[src/rtl/keypad_lock_pkg.sv]
// keypad_lock_pkg
//   Shared definitions for the keypad combination lock: keypad bit
//   indices, display glyph nibbles, FSM and tone enums, and small
//   helpers for one-hot detection, key-to-digit decode and 2-digit
//   BCD decrement.
package keypad_lock_pkg;

   // Keypad bus bit indices
   localparam logic [3:0] K_0         = 4'd3;
   localparam logic [3:0] K_1         = 4'd7;
   localparam logic [3:0] K_2         = 4'd6;
   localparam logic [3:0] K_3         = 4'd5;
   localparam logic [3:0] K_4         = 4'd11;
   localparam logic [3:0] K_5         = 4'd10;
   localparam logic [3:0] K_6         = 4'd9;
   localparam logic [3:0] K_7         = 4'd15;
   localparam logic [3:0] K_8         = 4'd14;
   localparam logic [3:0] K_9         = 4'd13;
   localparam logic [3:0] K_ENTER     = 4'd0;
   localparam logic [3:0] K_SET       = 4'd4;
   localparam logic [3:0] K_CLR_ALL   = 4'd8;
   localparam logic [3:0] K_CLR_ENTRY = 4'd12;

   // Display glyphs understood by the 7-seg path
   localparam logic [3:0] GLYPH_BLANK = 4'hF;
   localparam logic [3:0] GLYPH_DASH  = 4'hD;
   localparam logic [3:0] GLYPH_OPEN  = 4'hB;

   typedef enum logic [1:0] {ST_ENTRY, ST_OPEN, ST_SET, ST_LOCKOUT} lock_state_e;
   typedef enum logic [1:0] {TONE_KEY, TONE_OK, TONE_FAIL} tone_e;

   function automatic logic is_onehot(input logic [15:0] v);
      return (v != 16'd0) && ((v & (v - 16'd1)) == 16'd0);
   endfunction

   // {valid, digit}; valid=0 for control or reserved keys
   function automatic logic [4:0] key_digit(input logic [3:0] idx);
      case (idx)
         K_0:     return {1'b1, 4'd0};
         K_1:     return {1'b1, 4'd1};
         K_2:     return {1'b1, 4'd2};
         K_3:     return {1'b1, 4'd3};
         K_4:     return {1'b1, 4'd4};
         K_5:     return {1'b1, 4'd5};
         K_6:     return {1'b1, 4'd6};
         K_7:     return {1'b1, 4'd7};
         K_8:     return {1'b1, 4'd8};
         K_9:     return {1'b1, 4'd9};
         default: return 5'd0;
      endcase
   endfunction

   // Two-digit BCD decrement with borrow (10 -> 09)
   function automatic logic [7:0] bcd_dec2(input logic [7:0] v);
      if (v[3:0] == 4'd0) return {v[7:4] - 4'd1, 4'd9};
      else                return {v[7:4], v[3:0] - 4'd1};
   endfunction

endpackage

[src/rtl/keypad_lock_ctrl_buzz_gen.sv]
// buzz_gen
//   Square-wave buzzer pattern engine. A start pulse (re)launches the
//   selected tone: output goes high the next cycle, toggles every HALF
//   cycles and stops after LEN cycles. The FAIL tone is muted in the
//   middle third of its duration to sound as two bursts.
// Ports:
//   clk    system clock
//   RSTn   asynchronous reset, active high
//   start  one-cycle launch request (preempts a running tone)
//   tone   tone selected at start
//   buzzer buzzer drive
module buzz_gen
   import keypad_lock_pkg::*;
#(
   parameter int CLK_HZ = 50_000_000
) (
   input  logic  clk,
   input  logic  RSTn,
   input  logic  start,
   input  tone_e tone,
   output logic  buzzer
);

   // Small test clocks can make HALF round to 0; keep at least one cycle
   function automatic int at_least_1(input int v);
      return (v < 1) ? 1 : v;
   endfunction

   localparam logic [31:0] KEY_HALF  = 32'(at_least_1(CLK_HZ / 1000));
   localparam logic [31:0] KEY_LEN   = 32'(at_least_1(CLK_HZ / 5));
   localparam logic [31:0] OK_HALF   = 32'(at_least_1(CLK_HZ / 2000));
   localparam logic [31:0] OK_LEN    = 32'(at_least_1(CLK_HZ * 3 / 5));
   localparam logic [31:0] FAIL_HALF = 32'(at_least_1(CLK_HZ / 500));
   localparam logic [31:0] FAIL_LEN  = 32'(at_least_1(CLK_HZ * 3 / 10));
   localparam logic [31:0] FAIL_LO   = FAIL_LEN / 32'd3;
   localparam logic [31:0] FAIL_HI   = (FAIL_LEN * 32'd2) / 32'd3;

   tone_e       tone_q;
   logic        active;
   logic        wave;
   logic [31:0] cnt;
   logic [31:0] half_cnt;
   logic [31:0] half;
   logic [31:0] len;
   logic        mute;

   always_comb begin
      half = KEY_HALF;
      len  = KEY_LEN;
      case (tone_q)
         TONE_OK:   begin half = OK_HALF;   len = OK_LEN;   end
         TONE_FAIL: begin half = FAIL_HALF; len = FAIL_LEN; end
         default:   begin half = KEY_HALF;  len = KEY_LEN;  end
      endcase
   end

   always_ff @(posedge clk or posedge RSTn) begin
      if (RSTn) begin
         tone_q   <= TONE_KEY;
         active   <= 1'b0;
         wave     <= 1'b0;
         cnt      <= '0;
         half_cnt <= '0;
      end else if (start) begin
         tone_q   <= tone;
         active   <= 1'b1;
         wave     <= 1'b1;
         cnt      <= '0;
         half_cnt <= '0;
      end else if (active) begin
         cnt <= cnt + 32'd1;
         if (half_cnt == half - 32'd1) begin
            half_cnt <= '0;
            wave     <= ~wave;
         end else begin
            half_cnt <= half_cnt + 32'd1;
         end
         // Final cycle of the pattern: go silent and idle
         if (cnt == len - 32'd1) begin
            active <= 1'b0;
            wave   <= 1'b0;
         end
      end
   end

   assign mute   = (tone_q == TONE_FAIL) && (cnt > FAIL_LO) && (cnt < FAIL_HI);
   assign buzzer = active & wave & ~mute;

endmodule

[src/rtl/keypad_lock_ctrl.sv]
// keypad_lock_ctrl
//   Keypad combination lock. Decodes a one-hot keypad bus into press
//   events, shifts digits into a BCD entry/display register, compares
//   against the stored code, counts failures into a timed lockout and
//   launches buzzer tones.
// Ports:
//   clk        system clock
//   RSTn       asynchronous reset, active high
//   key_onehot keypad bus, one bit per key
//   disp_bcd   display nibbles, [3:0] rightmost
//   digit_cnt  digits currently entered
//   tries      consecutive failures
//   locked     1 unless in OPEN or SET
//   lockout    1 in LOCKOUT
//   buzzer     buzzer drive
//   state_dbg  current FSM state (lock_state_e encoding)
// Handshake: key_onehot is sampled every cycle; a press is a registered
// exactly-one-hot value that differs from the previous sample, so a held
// key acts once and its effect appears two clock edges after the change.
module keypad_lock_ctrl
   import keypad_lock_pkg::*;
#(
   parameter int DIGITS    = 3,
   parameter int MAX_TRIES = 3,
   parameter int LOCK_SECS = 20,
   parameter int CLK_HZ    = 50_000_000,
   parameter logic [4*DIGITS-1:0] DEFAULT_CODE = 12'h246
) (
   input  logic                clk,
   input  logic                RSTn,
   input  logic [15:0]         key_onehot,
   output logic [4*DIGITS-1:0] disp_bcd,
   output logic [3:0]          digit_cnt,
   output logic [3:0]          tries,
   output logic                locked,
   output logic                lockout,
   output logic                buzzer,
   output logic [1:0]          state_dbg
);

   localparam int W = 4 * DIGITS;
   localparam logic [W-1:0]  ALL_BLANK = {DIGITS{GLYPH_BLANK}};
   localparam logic [W-1:0]  ALL_DASH  = {DIGITS{GLYPH_DASH}};
   localparam logic [W-1:0]  ALL_OPEN  = {DIGITS{GLYPH_OPEN}};
   localparam logic [7:0]    LOCK_BCD  = 8'(((LOCK_SECS / 10) * 16) + (LOCK_SECS % 10));
   localparam logic [31:0]   TICK_LAST = 32'(CLK_HZ - 1);
   localparam logic [3:0]    FULL_CNT  = 4'(DIGITS);
   localparam logic [3:0]    TRY_LIMIT = 4'(MAX_TRIES);

   lock_state_e state, state_n;
   logic [15:0] key_q, key_prev;
   logic [W-1:0] disp, disp_n, code, code_n;
   logic [3:0]  cnt, cnt_n, tries_q, tries_n;
   logic [31:0] tick_cnt, tick_n;
   logic        press;
   logic [3:0]  key_idx;
   logic [4:0]  kd;
   logic        is_digit;
   logic        full;
   logic [W-1:0] shifted;
   logic        tone_start;
   tone_e       tone_sel;

   assign press    = is_onehot(key_q) && (key_q != key_prev);
   assign kd       = key_digit(key_idx);
   assign is_digit = kd[4];
   assign full     = (cnt == FULL_CNT);
   assign shifted  = {disp[W-5:0], kd[3:0]};

   always_comb begin
      key_idx = 4'd0;
      for (int i = 0; i < 16; i++) begin
         if (key_q[i]) key_idx = 4'(i);
      end
   end

   always_ff @(posedge clk or posedge RSTn) begin
      if (RSTn) begin
         key_q    <= '0;
         key_prev <= '0;
         state    <= ST_ENTRY;
         disp     <= ALL_BLANK;
         code     <= DEFAULT_CODE;
         cnt      <= '0;
         tries_q  <= '0;
         tick_cnt <= '0;
      end else begin
         key_q    <= key_onehot;
         key_prev <= key_q;
         state    <= state_n;
         disp     <= disp_n;
         code     <= code_n;
         cnt      <= cnt_n;
         tries_q  <= tries_n;
         tick_cnt <= tick_n;
      end
   end

   always_comb begin
      state_n    = state;
      disp_n     = disp;
      code_n     = code;
      cnt_n      = cnt;
      tries_n    = tries_q;
      tick_n     = tick_cnt;
      tone_start = 1'b0;
      tone_sel   = TONE_KEY;

      case (state)
         ST_ENTRY: begin
            if (press) begin
               if (is_digit) begin
                  if (!full) begin
                     disp_n     = shifted;
                     cnt_n      = cnt + 4'd1;
                     tone_start = 1'b1;
                  end
               end else if (key_idx == K_CLR_ENTRY || key_idx == K_CLR_ALL) begin
                  disp_n     = ALL_BLANK;
                  cnt_n      = '0;
                  tone_start = 1'b1;
                  if (key_idx == K_CLR_ALL) tries_n = '0;
               end else if (key_idx == K_ENTER && full) begin
                  cnt_n      = '0;
                  tone_start = 1'b1;
                  if (disp == code) begin
                     state_n  = ST_OPEN;
                     disp_n   = ALL_OPEN;
                     tries_n  = '0;
                     tone_sel = TONE_OK;
                  end else begin
                     disp_n   = ALL_BLANK;
                     tone_sel = TONE_FAIL;
                     if (tries_q + 4'd1 == TRY_LIMIT) begin
                        state_n = ST_LOCKOUT;
                        tries_n = '0;
                        disp_n  = W'(LOCK_BCD);
                        tick_n  = '0;
                     end else begin
                        tries_n = tries_q + 4'd1;
                     end
                  end
               end
            end
         end

         ST_OPEN: begin
            if (press) begin
               if (key_idx == K_ENTER || key_idx == K_CLR_ALL) begin
                  state_n    = ST_ENTRY;
                  disp_n     = ALL_BLANK;
                  cnt_n      = '0;
                  tone_start = 1'b1;
               end else if (key_idx == K_SET) begin
                  state_n    = ST_SET;
                  disp_n     = ALL_DASH;
                  cnt_n      = '0;
                  tone_start = 1'b1;
               end
            end
         end

         ST_SET: begin
            if (press) begin
               if (is_digit) begin
                  if (!full) begin
                     disp_n     = shifted;
                     cnt_n      = cnt + 4'd1;
                     tone_start = 1'b1;
                  end
               end else if (key_idx == K_CLR_ENTRY) begin
                  // Restart the new code, keeping the dash field visible
                  disp_n     = ALL_DASH;
                  cnt_n      = '0;
                  tone_start = 1'b1;
               end else if (key_idx == K_ENTER && full) begin
                  code_n     = disp;
                  state_n    = ST_ENTRY;
                  disp_n     = ALL_BLANK;
                  cnt_n      = '0;
                  tone_start = 1'b1;
                  tone_sel   = TONE_OK;
               end else if (key_idx == K_CLR_ALL) begin
                  state_n    = ST_OPEN;
                  disp_n     = ALL_OPEN;
                  cnt_n      = '0;
                  tone_start = 1'b1;
               end
            end
         end

         ST_LOCKOUT: begin
            // Keys are ignored; only the seconds countdown runs
            if (tick_cnt == TICK_LAST) begin
               tick_n = '0;
               if (disp[7:0] == 8'h01) begin
                  state_n = ST_ENTRY;
                  disp_n  = ALL_BLANK;
                  cnt_n   = '0;
               end else begin
                  disp_n = W'(bcd_dec2(disp[7:0]));
               end
            end else begin
               tick_n = tick_cnt + 32'd1;
            end
         end

         default: state_n = ST_ENTRY;
      endcase
   end

   buzz_gen #(.CLK_HZ(CLK_HZ)) u_buzz (
      .clk    (clk),
      .RSTn   (RSTn),
      .start  (tone_start),
      .tone   (tone_sel),
      .buzzer (buzzer)
   );

   assign disp_bcd  = disp;
   assign digit_cnt = cnt;
   assign tries     = tries_q;
   assign locked    = !(state == ST_OPEN || state == ST_SET);
   assign lockout   = (state == ST_LOCKOUT);
   assign state_dbg = state;

endmodule

[config.mk]
export PLATFORM = sky130hd
export DESIGN_NAME = keypad_lock_ctrl
export DESIGN_NICKNAME = d
export VERILOG_FILES = /design/src/rtl/keypad_lock_pkg.sv /design/src/rtl/keypad_lock_ctrl_buzz_gen.sv /design/src/rtl/keypad_lock_ctrl.sv
export SDC_FILE = /design/constraint.sdc
export NUM_CORES = 1
export LEC_CHECK = 0
export ABC_AREA = 1
export ABC_CLOCK_PERIOD_IN_PS = 6900
export BUFFER_PORTS_ARGS = -buffer_cell sky130_fd_sc_hd__buf_2
export CORE_UTILIZATION = 55
export DETAILED_ROUTE_END_ITERATION = 10
export GPL_ROUTABILITY_DRIVEN = 0
export PLACE_DENSITY = 0.72
export SLEW_MARGIN = 20
export SYNTH_ARGS = -nofsm -noshare
export SYNTH_HDL_FRONTEND = slang
export SYNTH_SLANG_ARGS = --single-unit
[constraint.sdc]
create_clock -name clk -period 6.9 [get_ports clk]
set_clock_uncertainty 0.15 [all_clocks]
set_input_delay 0.69 -clock clk [delete_from_list [all_inputs] [get_ports clk]]
set_output_delay 0.69 -clock clk [all_outputs]
set_load 0.02 [all_outputs]
==> impl_table.tex, run 1 <==
\begin{tabular}{lr}
\hline
Metric & Value \\
\hline
\multicolumn{2}{l}{\textbf{Clocking}} \\
Postcts setup bufs & 0 \\
Clock Sinks & 166 \\
Clock network latency to the later pin of the worst-skew pair & 0.45 ns \\
Post-CTS sizing & 0 \\
Total CTS buffers & 17 \\
CTS Buffer Depth & 2 \\
Clock transition at the registers of the reported paths & 0.08 ns \\
Number of hold buffers added after cts & 0 \\
Clock root buffer & sky130\_fd\_sc\_hd\_\_clkbuf\_16 \\
Htree depth & 4 \\
TritonCTS clock tree & yes \\
\multicolumn{2}{l}{\textbf{Critical path}} \\
CP delay by family, top & simple AND/OR/NAND/NOR gates \\
Arrival time of the worst setup path & 4.33 ns \\
Worst path required time & 7.08 ns \\
Slowest cell on the critical path & sky130\_fd\_sc\_hd\_\_nand2\_2 \\
Maximum fanout encountered on the critical timing path & 55 \\
Delay contributed by the slowest stage of the critical path & 0.78 ns \\
Count of buffer and inverter cells on the critical path & 4 \\
Path type of the worst setup path & reg -> reg \\
Worst setup SP type & flop \\
CP most frequent cell & sky130\_fd\_sc\_hd\_\_nand2\_1 \\
Critical path endpoint category & flop \\
\multicolumn{2}{l}{\textbf{GRT}} \\
Initial antenna violation count & 0 \\
Pin count of the biggest net entering global routing & 96 \\
First-pass GRT wire length & 46,700 µm \\
Global Route Usage Sum & 0.284 \\
Via count of the first global-routing pass & 9,535 \\
Total global routing overflow & 0 \\
\multicolumn{2}{l}{\textbf{Timing}} \\
RSZ-0062 raised after global routing & false \\
Count of pins over their slew limit & 0 \\
Worst-margin pin slew & 0.935 ns \\
Final worst path period share & 0.601 \\
Worst slew margin relative to its limit & 0.373 \\
Total negative slack & 0 ns \\
Max Clock Freq & 241 MHz \\
Setup-violating endpoint count in the final report & 0 \\
Final hold vios & 0 \\
Time the final worst path needs with I/O delays and setup & 4.14 ns \\
\multicolumn{2}{l}{\textbf{Logic synthesis}} \\
Post-Synthesis Mean Instance Area & 7.29 µm² \\
Number of flip-flops and latches in the synthesized netlist & 166 \\
Leading post-synthesis cells by cell area & sky130\_fd\_sc\_hd\_\_dfrtp\_1, sky130\_fd\_sc\_hd\_\_nand2\_1, sky130\_fd\_sc\_hd\_\_inv\_1, sky130\_fd\_sc\_hd\_\_nor2\_1, sky130\_fd\_sc\_hd\_\_xor2\_1 \\
Most frequent cell after synthesis & sky130\_fd\_sc\_hd\_\_nand2\_1 \\
Combined area of all synthesized cells & 0.0110 mm² \\
Cell types with the highest counts after synthesis & sky130\_fd\_sc\_hd\_\_nand2\_1, sky130\_fd\_sc\_hd\_\_inv\_1, sky130\_fd\_sc\_hd\_\_nor2\_1 \\
Proportion of synthesized chip area in sequential cells & 0.380 \\
Portion of synthesized cell area occupied by the leading cell type & 0.342 \\
Post-synth top flop & sky130\_fd\_sc\_hd\_\_dfrtp\_1 \\
Synthesized net count & 1,546 \\
Cells after synthesis & 1,507 \\
Warnings from Yosys & 0 \\
EDFF count, synth & 0 \\
Fraction of synthesis flops using an asynchronous set or reset pin & 1.00 \\
Synth unique cells & 51 \\
Post-synth top area cell & sky130\_fd\_sc\_hd\_\_dfrtp\_1 \\
\multicolumn{2}{l}{\textbf{Cells and area}} \\
N\_diodes & 0 \\
Final non-filler cell area & 0.0119 mm² \\
Layout cells sized above 1 & 0.0910 \\
Number of nets in the final layout & 1,564 \\
Fill cell count & 1,802 \\
Utilization after layout & 0.610 \\
Synthesis-to-layout area growth & 8.35\% \\
\multicolumn{2}{l}{\textbf{Run}} \\
Number of max-capacitance violations reported & 0 \\
\multicolumn{2}{l}{\textbf{Power and ir drop}} \\
Power per unit of standard cell area & 173 mW/mm² \\
Flop pwr share & 0.483 \\
Combinational power share & 0.037 \\
Portion of total power attributed to the clock network & 0.480 \\
Worst vdd ir & 0.000156 V \\
Pleak & 5.31 nW \\
Total power & 2.06 mW \\
Sw Share & 0.259 \\
Power Internal & 1.53 mW \\
Switching component of the power & 533 µW \\
\multicolumn{2}{l}{\textbf{Floorplanning}} \\
Die footprint & 0.0205 mm² \\
Boundary pin count & 43 \\
X dimension of the die & 143 µm \\
Initial standard-cell utilization of the core & 0.563 \\
Die outline height & 143 µm \\
CORE AREA & 0.0195 mm² \\
Number of rows created at floorplan & 51 \\
\multicolumn{2}{l}{\textbf{Drt}} \\
Vias & 10,300 \\
First-iteration detailed-routing DRC count & 1,068 \\
Wire length on met2 & 12,600 µm \\
Total wirelength of the detailed-routed design & 27,700 µm \\
Detail Route met3 WL & 1740 µm \\
First-pass detailed-route iteration total & 5 \\
Total DRC errors in the routed layout & 0 \\
Vias per cell & 5.71 \\
DRT met1 WL & 12,900 µm \\
Average detailed-routed wire length per instance & 15.4 µm \\
Remaining antenna violation count & 0 \\
Top sig layer & met4 \\
\multicolumn{2}{l}{\textbf{Placed design}} \\
Port Buffer Count & 42 \\
Detailed placer's ending HPWL & 19,400 µm \\
Instance area at placement & 0.0113 mm² \\
\multicolumn{2}{l}{\textbf{Status}} \\
Status & complete, no violations \\
\multicolumn{2}{l}{\textbf{Hold path}} \\
Path class of the lowest-slack min-delay path & in -> reg \\
\hline
\end{tabular}
per-layer routing:
layer	GRT usage	vias up
li1	-	5005
met5	0	-
met3	0.0606	48
met1	0.397	4877
met2	0.442	358
met4	0.0857	0
state kept, by name (all words and copies together) (netlist names):
register / cells
digit_cnt: 4
u_buzz.cnt: 32
u_buzz.tone_q: 2
u_buzz.wave: 1
tries: 4
u_buzz.half_cnt: 32
tick_cnt: 32
disp_bcd: 12
u_buzz.active: 1
state_dbg: 2
code: 12
key_q: 16
key_prev: 16
cells by family (layout without fill, tap and decap cells):
group           Yosys count  in the layout  share of synthesized area
fa+ha+maj                21             21                     0.0239
compound gates          174            174                     0.0880
flops                   166            166                      0.380
simple gates            828            828                      0.345
xor+xnor                101            101                     0.0805
buf+inv                 217            248                     0.0821
cells in the final DEF, fill, tap and decap left out, types with 4 or more instances in the layout:
cell type,instances
sky130_fd_sc_hd__nand4_1,66
sky130_fd_sc_hd__o21ai_2,4
sky130_fd_sc_hd__o21ai_1,62
sky130_fd_sc_hd__a31oi_1,6
sky130_fd_sc_hd__o22ai_1,8
sky130_fd_sc_hd__nand2_2,7
sky130_fd_sc_hd__xor2_1,65
sky130_fd_sc_hd__buf_2,42
sky130_fd_sc_hd__nor4_1,25
sky130_fd_sc_hd__xnor2_1,36
sky130_fd_sc_hd__clkbuf_16,17
sky130_fd_sc_hd__nor2_1,156
sky130_fd_sc_hd__nor2_4,5
sky130_fd_sc_hd__inv_2,5
sky130_fd_sc_hd__inv_8,4
sky130_fd_sc_hd__inv_1,160
sky130_fd_sc_hd__nor3_1,57
sky130_fd_sc_hd__inv_6,7
sky130_fd_sc_hd__o21ai_0,33
sky130_fd_sc_hd__nand2_1,360
sky130_fd_sc_hd__or2_2,7
sky130_fd_sc_hd__dfrtp_1,150
sky130_fd_sc_hd__buf_4,4
sky130_fd_sc_hd__ha_1,21
sky130_fd_sc_hd__nand3b_1,15
sky130_fd_sc_hd__a21oi_1,41
sky130_fd_sc_hd__nand3_1,108
sky130_fd_sc_hd__dfstp_2,16
per-stage QoR:
stage | setup slack [ns] | std cells | hold WS (ns)
after floorplan | 1.60 | 1507 | 0.199
after global placement | 2.88 | 1771 | 0.249
after detailed placement | 2.83 | 1771 | 0.266
after CTS | 2.81 | 1803 | 0.186
after global routing | 2.33 | 1803 | 0.183
final | 2.76 | 1803 | 0.187
layout make-up:
class,instances,area [µm²],share of cell area
clock buffers,17,425,0.0357
repair buffers,46,240,0.0202
clock inverters,15,176,0.0148
inverters,170,646,0.0542
flip-flops and latches,166,4170,0.351
multi-input cells,1124,5910,0.496
well taps,265,332,0.0279
final timing paths:
path,cells after the start,from,to,slack (ns)
max in group asynchronous,3,RSTn,u_buzz.cnt[24]$_DFFE_PP0P_,4.82
max,29,key_q[2]$_DFF_PP0_,u_buzz.wave$_DFFE_PP0P_,2.76
max reg2reg,29,key_q[2]$_DFF_PP0_,u_buzz.wave$_DFFE_PP0P_,2.76
min,1,key_onehot[13],key_q[13]$_DFF_PP0_,0.19
min in group asynchronous,2,RSTn,tick_cnt[26]$_DFFE_PP0P_,0.25
min reg2reg,0,key_q[0]$_DFF_PP0_,key_prev[0]$_DFF_PP0_,0.27
power groups by stage:
stage / combinational [mW] / clock (mW) / sequential (mW)
2_1_floorplan: 0.0561 / 0 / 1.01
3_5_place_dp: 0.0771 / 0 / 1.01
3_3_place_gp: 0.0758 / 0 / 1.01
4_1_cts: 0.0774 / 1.00 / 0.996
6_report: 0.0763 / 0.989 / 0.996
5_1_grt: 0.0877 / 1.04 / 0.998
Power figures use the tool's default switching activity.
==> inputs of run 2 (changes only) <==
--- a/config.mk
+++ b/config.mk
@@ -5,13 +5,13 @@
 export SDC_FILE = /design/constraint.sdc
 export NUM_CORES = 1
 export LEC_CHECK = 0
-export ABC_AREA = 1
-export ABC_CLOCK_PERIOD_IN_PS = 6900
+export ABC_AREA = 0
+export ABC_CLOCK_PERIOD_IN_PS = 3600
 export BUFFER_PORTS_ARGS = -buffer_cell sky130_fd_sc_hd__buf_2
 export CORE_UTILIZATION = 55
 export DETAILED_ROUTE_END_ITERATION = 10
 export GPL_ROUTABILITY_DRIVEN = 0
-export PLACE_DENSITY = 0.72
+export PLACE_DENSITY = 0.75
 export SLEW_MARGIN = 20
 export SYNTH_ARGS = -nofsm -noshare
 export SYNTH_HDL_FRONTEND = slang
==> constraint.sdc (replaced) <==
create_clock -name clk -period 3.6 [get_ports clk]
set_clock_uncertainty 0.15 [all_clocks]
set_input_delay 0.36 -clock clk [delete_from_list [all_inputs] [get_ports clk]]
set_output_delay 0.36 -clock clk [all_outputs]
set_load 0.02 [all_outputs]
==> run 2 against run 1 <==
Die area down 11%. First-iteration DRC count is 35% lower. Core utilization increased by 3.5 points. Sequential cell count unchanged. Sequential share of layout area increased by 2.4 points. Cell count decreased by 22%. Combinational power rose by 150%. Via count shrank 18%. Largest cell class unchanged.
==> impl_table.tex, run 2 <==
\begin{tabular}{lr}
\hline
Metric & Value \\
\hline
\multicolumn{2}{l}{\textbf{Timing}} \\
Final worst path period share & 0.940 (was 0.601) \\
Final hold vios & 0 (unchanged) \\
Total negative slack & 0 ns (unchanged) \\
Time the final worst path needs with I/O delays and setup & 3.39 ns (was 4.14 ns) \\
Hold slack final & 0.326 ns (was 0.187 ns) \\
Max Clock Freq & 295 MHz (was 241 MHz) \\
RSZ-0062 raised after global routing & false (unchanged) \\
Worst-margin pin slew & 0.662 ns (was 0.935 ns) \\
Count of pins over their slew limit & 0 (unchanged) \\
Worst slew margin relative to its limit & 0.558 (was 0.373) \\
Setup-violating endpoint count in the final report & 0 (unchanged) \\
\multicolumn{2}{l}{\textbf{Critical path}} \\
Worst-path cell chain & or4\_1 > or3\_4 > o41ai\_4 > nand4b\_1 > or3\_1 > or4\_4 > o21ai\_1 > a22o\_1 \\
CP delay by family, top & simple AND/OR/NAND/NOR gates (unchanged) \\
Reg-to-Reg Start & key\_q[0]\$\_DFF\_PP0\_ (was key\_q[2]\$\_DFF\_PP0\_) \\
Internal reg-to-reg setup slack & 0.21 ns (was 2.76 ns) \\
Path type of the worst setup path & reg -> reg (unchanged) \\
Critical path endpoint category & flop (unchanged) \\
Arrival time of the worst setup path & 3.60 ns (was 4.33 ns) \\
Count of buffer and inverter cells on the critical path & 0 (was 4) \\
Capture instance of the worst register-to-register path & tries[3]\$\_DFFE\_PP0P\_ (was u\_buzz.wave\$\_DFFE\_PP0P\_) \\
Worst path required time & 3.81 ns (was 7.08 ns) \\
Worst setup SP type & flop (unchanged) \\
Slowest cell on the critical path & sky130\_fd\_sc\_hd\_\_or4\_1 (was sky130\_fd\_sc\_hd\_\_nand2\_2) \\
Depth of the worst register-to-register path & 8 (was 29) \\
Delay contributed by the slowest stage of the critical path & 0.63 ns (was 0.78 ns) \\
Maximum fanout encountered on the critical timing path & 8 (was 55) \\
\multicolumn{2}{l}{\textbf{Hold path}} \\
Path class of the lowest-slack min-delay path & reg -> reg (was in -> reg) \\
Cell count of the worst hold path & 0 (was 1) \\
Hold path start & key\_q[0]\$\_DFF\_PP0\_ (was key\_onehot[13]) \\
Min-Delay Endpoint & key\_prev[0]\$\_DFF\_PP0\_ (was key\_q[13]\$\_DFF\_PP0\_) \\
\multicolumn{2}{l}{\textbf{Logic synthesis}} \\
Cell types with the highest counts after synthesis & sky130\_fd\_sc\_hd\_\_dfrtp\_1, sky130\_fd\_sc\_hd\_\_nor2\_1, sky130\_fd\_sc\_hd\_\_nand2\_1 (was sky130\_fd\_sc\_hd\_\_nand2\_1, sky130\_fd\_sc\_hd\_\_inv\_1, sky130\_fd\_sc\_hd\_\_nor2\_1) \\
Synthesized net count & 1,151 (was 1,546) \\
Leading post-synthesis cells by cell area & sky130\_fd\_sc\_hd\_\_dfrtp\_1, sky130\_fd\_sc\_hd\_\_nor2\_1, sky130\_fd\_sc\_hd\_\_dfstp\_2, sky130\_fd\_sc\_hd\_\_xnor2\_1, sky130\_fd\_sc\_hd\_\_o21ai\_0 (was sky130\_fd\_sc\_hd\_\_dfrtp\_1, sky130\_fd\_sc\_hd\_\_nand2\_1, sky130\_fd\_sc\_hd\_\_inv\_1, sky130\_fd\_sc\_hd\_\_nor2\_1, sky130\_fd\_sc\_hd\_\_xor2\_1) \\
Number of flip-flops and latches in the synthesized netlist & 166 (unchanged) \\
Compound-Gate Fraction of Synth Area & 0.165 (was 0.0880) \\
Most frequent cell after synthesis & sky130\_fd\_sc\_hd\_\_dfrtp\_1 (was sky130\_fd\_sc\_hd\_\_nand2\_1) \\
Post-synth top flop & sky130\_fd\_sc\_hd\_\_dfrtp\_1 (unchanged) \\
Cells after synthesis & 1,112 (was 1,507) \\
Combined area of all synthesized cells & 0.00972 mm² (was 0.0110 mm²) \\
Multiplexer area fraction after synthesis & 0.0244 (was 0) \\
Synth unique cells & 79 (was 51) \\
Post-synth top area cell & sky130\_fd\_sc\_hd\_\_dfrtp\_1 (unchanged) \\
Combinational family with the most area after synthesis & simple AND/OR/NAND/NOR gates (unchanged) \\
Proportion of synthesized chip area in sequential cells & 0.429 (was 0.380) \\
Adder-cell share of the synthesized area & 0.0281 (was 0.0239) \\
Fraction of synthesis flops using an asynchronous set or reset pin & 1.00 (unchanged) \\
EDFF count, synth & 0 (unchanged) \\
Xor and xnor fraction of the mapped netlist area & 0.0586 (was 0.0805) \\
Area share of and/or/nand/nor cells after synthesis & 0.253 (was 0.345) \\
Portion of synthesized cell area occupied by the leading cell type & 0.386 (was 0.342) \\
Post-Synthesis Mean Instance Area & 8.74 µm² (was 7.29 µm²) \\
Warnings from Yosys & 0 (unchanged) \\
\multicolumn{2}{l}{\textbf{GRT}} \\
Pin count of the biggest net entering global routing & 70 (was 96) \\
Via count of the first global-routing pass & 7,749 (was 9,535) \\
Total global routing overflow & 0 (unchanged) \\
Global Route Usage Sum & 0.262 (was 0.284) \\
Initial antenna violation count & 0 (unchanged) \\
First-pass GRT wire length & 38,300 µm (was 46,700 µm) \\
\multicolumn{2}{l}{\textbf{Cells and area}} \\
Number of nets in the final layout & 1,204 (was 1,564) \\
Commonest cells after routing, fill and taps aside & sky130\_fd\_sc\_hd\_\_dfrtp\_1, sky130\_fd\_sc\_hd\_\_nor2\_1, sky130\_fd\_sc\_hd\_\_nand2\_1, sky130\_fd\_sc\_hd\_\_o21ai\_0, sky130\_fd\_sc\_hd\_\_a21oi\_1 (was sky130\_fd\_sc\_hd\_\_nand2\_1, sky130\_fd\_sc\_hd\_\_inv\_1, sky130\_fd\_sc\_hd\_\_nor2\_1, sky130\_fd\_sc\_hd\_\_dfrtp\_1, sky130\_fd\_sc\_hd\_\_nand3\_1) \\
Final non-filler cell area & 0.0111 mm² (was 0.0119 mm²) \\
Synthesis-to-layout area growth & 14.6\% (was 8.35\%) \\
Layout cells sized above 1 & 0.147 (was 0.0910) \\
Utilization after layout & 0.644 (was 0.610) \\
N\_diodes & 0 (unchanged) \\
Leading cell type in the layout, fill and taps excluded & sky130\_fd\_sc\_hd\_\_dfrtp\_1 (was sky130\_fd\_sc\_hd\_\_nand2\_1) \\
Biggest registers after layout & tick\_cnt x32, u\_buzz.cnt x32, u\_buzz.half\_cnt x32 (unchanged) \\
\multicolumn{2}{l}{\textbf{Clocking}} \\
Clock Sinks & 166 (unchanged) \\
Total CTS buffers & 17 (unchanged) \\
Clock root buffer & sky130\_fd\_sc\_hd\_\_clkbuf\_16 (unchanged) \\
Clock transition at the registers of the reported paths & 0.06 ns (was 0.08 ns) \\
Postcts setup bufs & 0 (unchanged) \\
Clock network latency to the later pin of the worst-skew pair & 0.44 ns (was 0.45 ns) \\
Htree depth & 4 (unchanged) \\
TritonCTS clock tree & yes (unchanged) \\
CTS Buffer Depth & 2 (unchanged) \\
\multicolumn{2}{l}{\textbf{Placed design}} \\
Instance area at placement & 0.0103 mm² (was 0.0113 mm²) \\
Port Buffer Count & 42 (unchanged) \\
Detailed placer's ending HPWL & 15,200 µm (was 19,400 µm) \\
\multicolumn{2}{l}{\textbf{Drt}} \\
Vias & 8,439 (was 10,300) \\
Total DRC errors in the routed layout & 0 (unchanged) \\
Average detailed-routed wire length per instance & 16.0 µm (was 15.4 µm) \\
Total wirelength of the detailed-routed design & 22,500 µm (was 27,700 µm) \\
Vias per cell & 6.01 (was 5.71) \\
First-pass detailed-route iteration total & 5 (unchanged) \\
Remaining antenna violation count & 0 (unchanged) \\
First-iteration detailed-routing DRC count & 699 (was 1,068) \\
\multicolumn{2}{l}{\textbf{Power and ir drop}} \\
Pleak & 4.76 nW (was 5.31 nW) \\
Worst vdd ir & 0.000322 V (was 0.000156 V) \\
Power per unit of standard cell area & 361 mW/mm² (was 173 mW/mm²) \\
\multicolumn{2}{l}{\textbf{Floorplanning}} \\
Die footprint & 0.0182 mm² (was 0.0205 mm²) \\
Boundary pin count & 43 (unchanged) \\
Initial standard-cell utilization of the core & 0.562 (was 0.563) \\
Die outline height & 135 µm (was 143 µm) \\
CORE AREA & 0.0173 mm² (was 0.0195 mm²) \\
Number of rows created at floorplan & 48 (was 51) \\
X dimension of the die & 135 µm (was 143 µm) \\
\multicolumn{2}{l}{\textbf{Status}} \\
Status & complete, no violations (unchanged) \\
\multicolumn{2}{l}{\textbf{Run}} \\
Number of max-capacitance violations reported & 0 (unchanged) \\
\hline
\end{tabular}
run 2: cell count changes after synthesis, moves of 37 or more:
cell | before | now
sky130_fd_sc_hd__inv_1 | 161 | 37
sky130_fd_sc_hd__nand2_1 | 360 | 98
sky130_fd_sc_hd__nand3_1 | 108 | 55
sky130_fd_sc_hd__nand4_1 | 66 | 29
sky130_fd_sc_hd__o21ai_0 | 33 | 78
sky130_fd_sc_hd__o21ai_1 | 62 | 7
sky130_fd_sc_hd__xor2_1 | 65 | 19
run 2: per-layer routing:
metal	vias to the layer above	track usage	wire, µm
li1	4110	-	-
met1	4087	0.364	10400
met2	219	0.423	10900
met5	-	0	0
met4	0	0.0630	233
met3	23	0.0503	1020
run 2: through the flow:
step	power (mW)	setup slack (ns)	instances
floorplan	2.05	0.217	1112
global placement	2.11	0.213	1354
detailed placement	2.12	0.150	1354
CTS	4.05	0.136	1403
global route	4.15	0.00561	1403
finish	4.02	0.215	1403
run 2: what timing repair did:
| action | 4_1_cts | 5_1_grt |
|---|---|---|
| hold endpoints to repair | 33 | 0 |
| hold buffers | 17 | 0 |
| resized for setup | 0 | 5 |
| setup endpoints to repair | 0 | 15 |
run 2: cells by family (layout without fill, tap and decap cells):
group | Yosys count | after routing
buffers and inverters | 102 | 168
adder cells (fa/ha/maj) | 22 | 22
multiplexers | 22 | 22
AND/OR/NAND/NOR | 482 | 482
AO/OA/AOI/OAI | 253 | 253
flip-flops | 166 | 166
XOR/XNOR | 65 | 65
run 2: worst max path at each step:
stage	start	end	cells past startpoint
4_1_cts	key_q[0]$_DFF_PP0_	tries[3]$_DFFE_PP0P_	8
3_3_place_gp	key_q[0]$_DFF_PP0_	tries[3]$_DFFE_PP0P_	7
3_5_place_dp	key_q[0]$_DFF_PP0_	tries[3]$_DFFE_PP0P_	7
2_1_floorplan	key_q[9]$_DFF_PP0_	tries[3]$_DFFE_PP0P_	10
6_report	key_q[0]$_DFF_PP0_	tries[3]$_DFFE_PP0P_	8
5_1_grt	key_q[4]$_DFF_PP0_	u_buzz.half_cnt[8]$_DFFE_PP0P_	15
run 2: area by class of cell:
cell class | instances | area (µm²)
Fill cell | 1474 | 6150
Multi-Input combinational cell | 844 | 5200
Sequential cell | 166 | 4170
Timing Repair Buffer | 99 | 731
Clock buffer | 17 | 425
Tap cell | 225 | 282
Clock inverter | 15 | 194
Inverter | 37 | 143
run 2: power breakdown:
| group | switching, mW | internal [mW] | leakage [nW] |
|---|---|---|---|
| logic | 0.107 | 0.0794 | 2.28 |
| registers | 0.0224 | 1.89 | 2.19 |
| clock network | 0.813 | 1.11 | 0.298 |
| total | 0.943 | 3.08 | 4.76 |
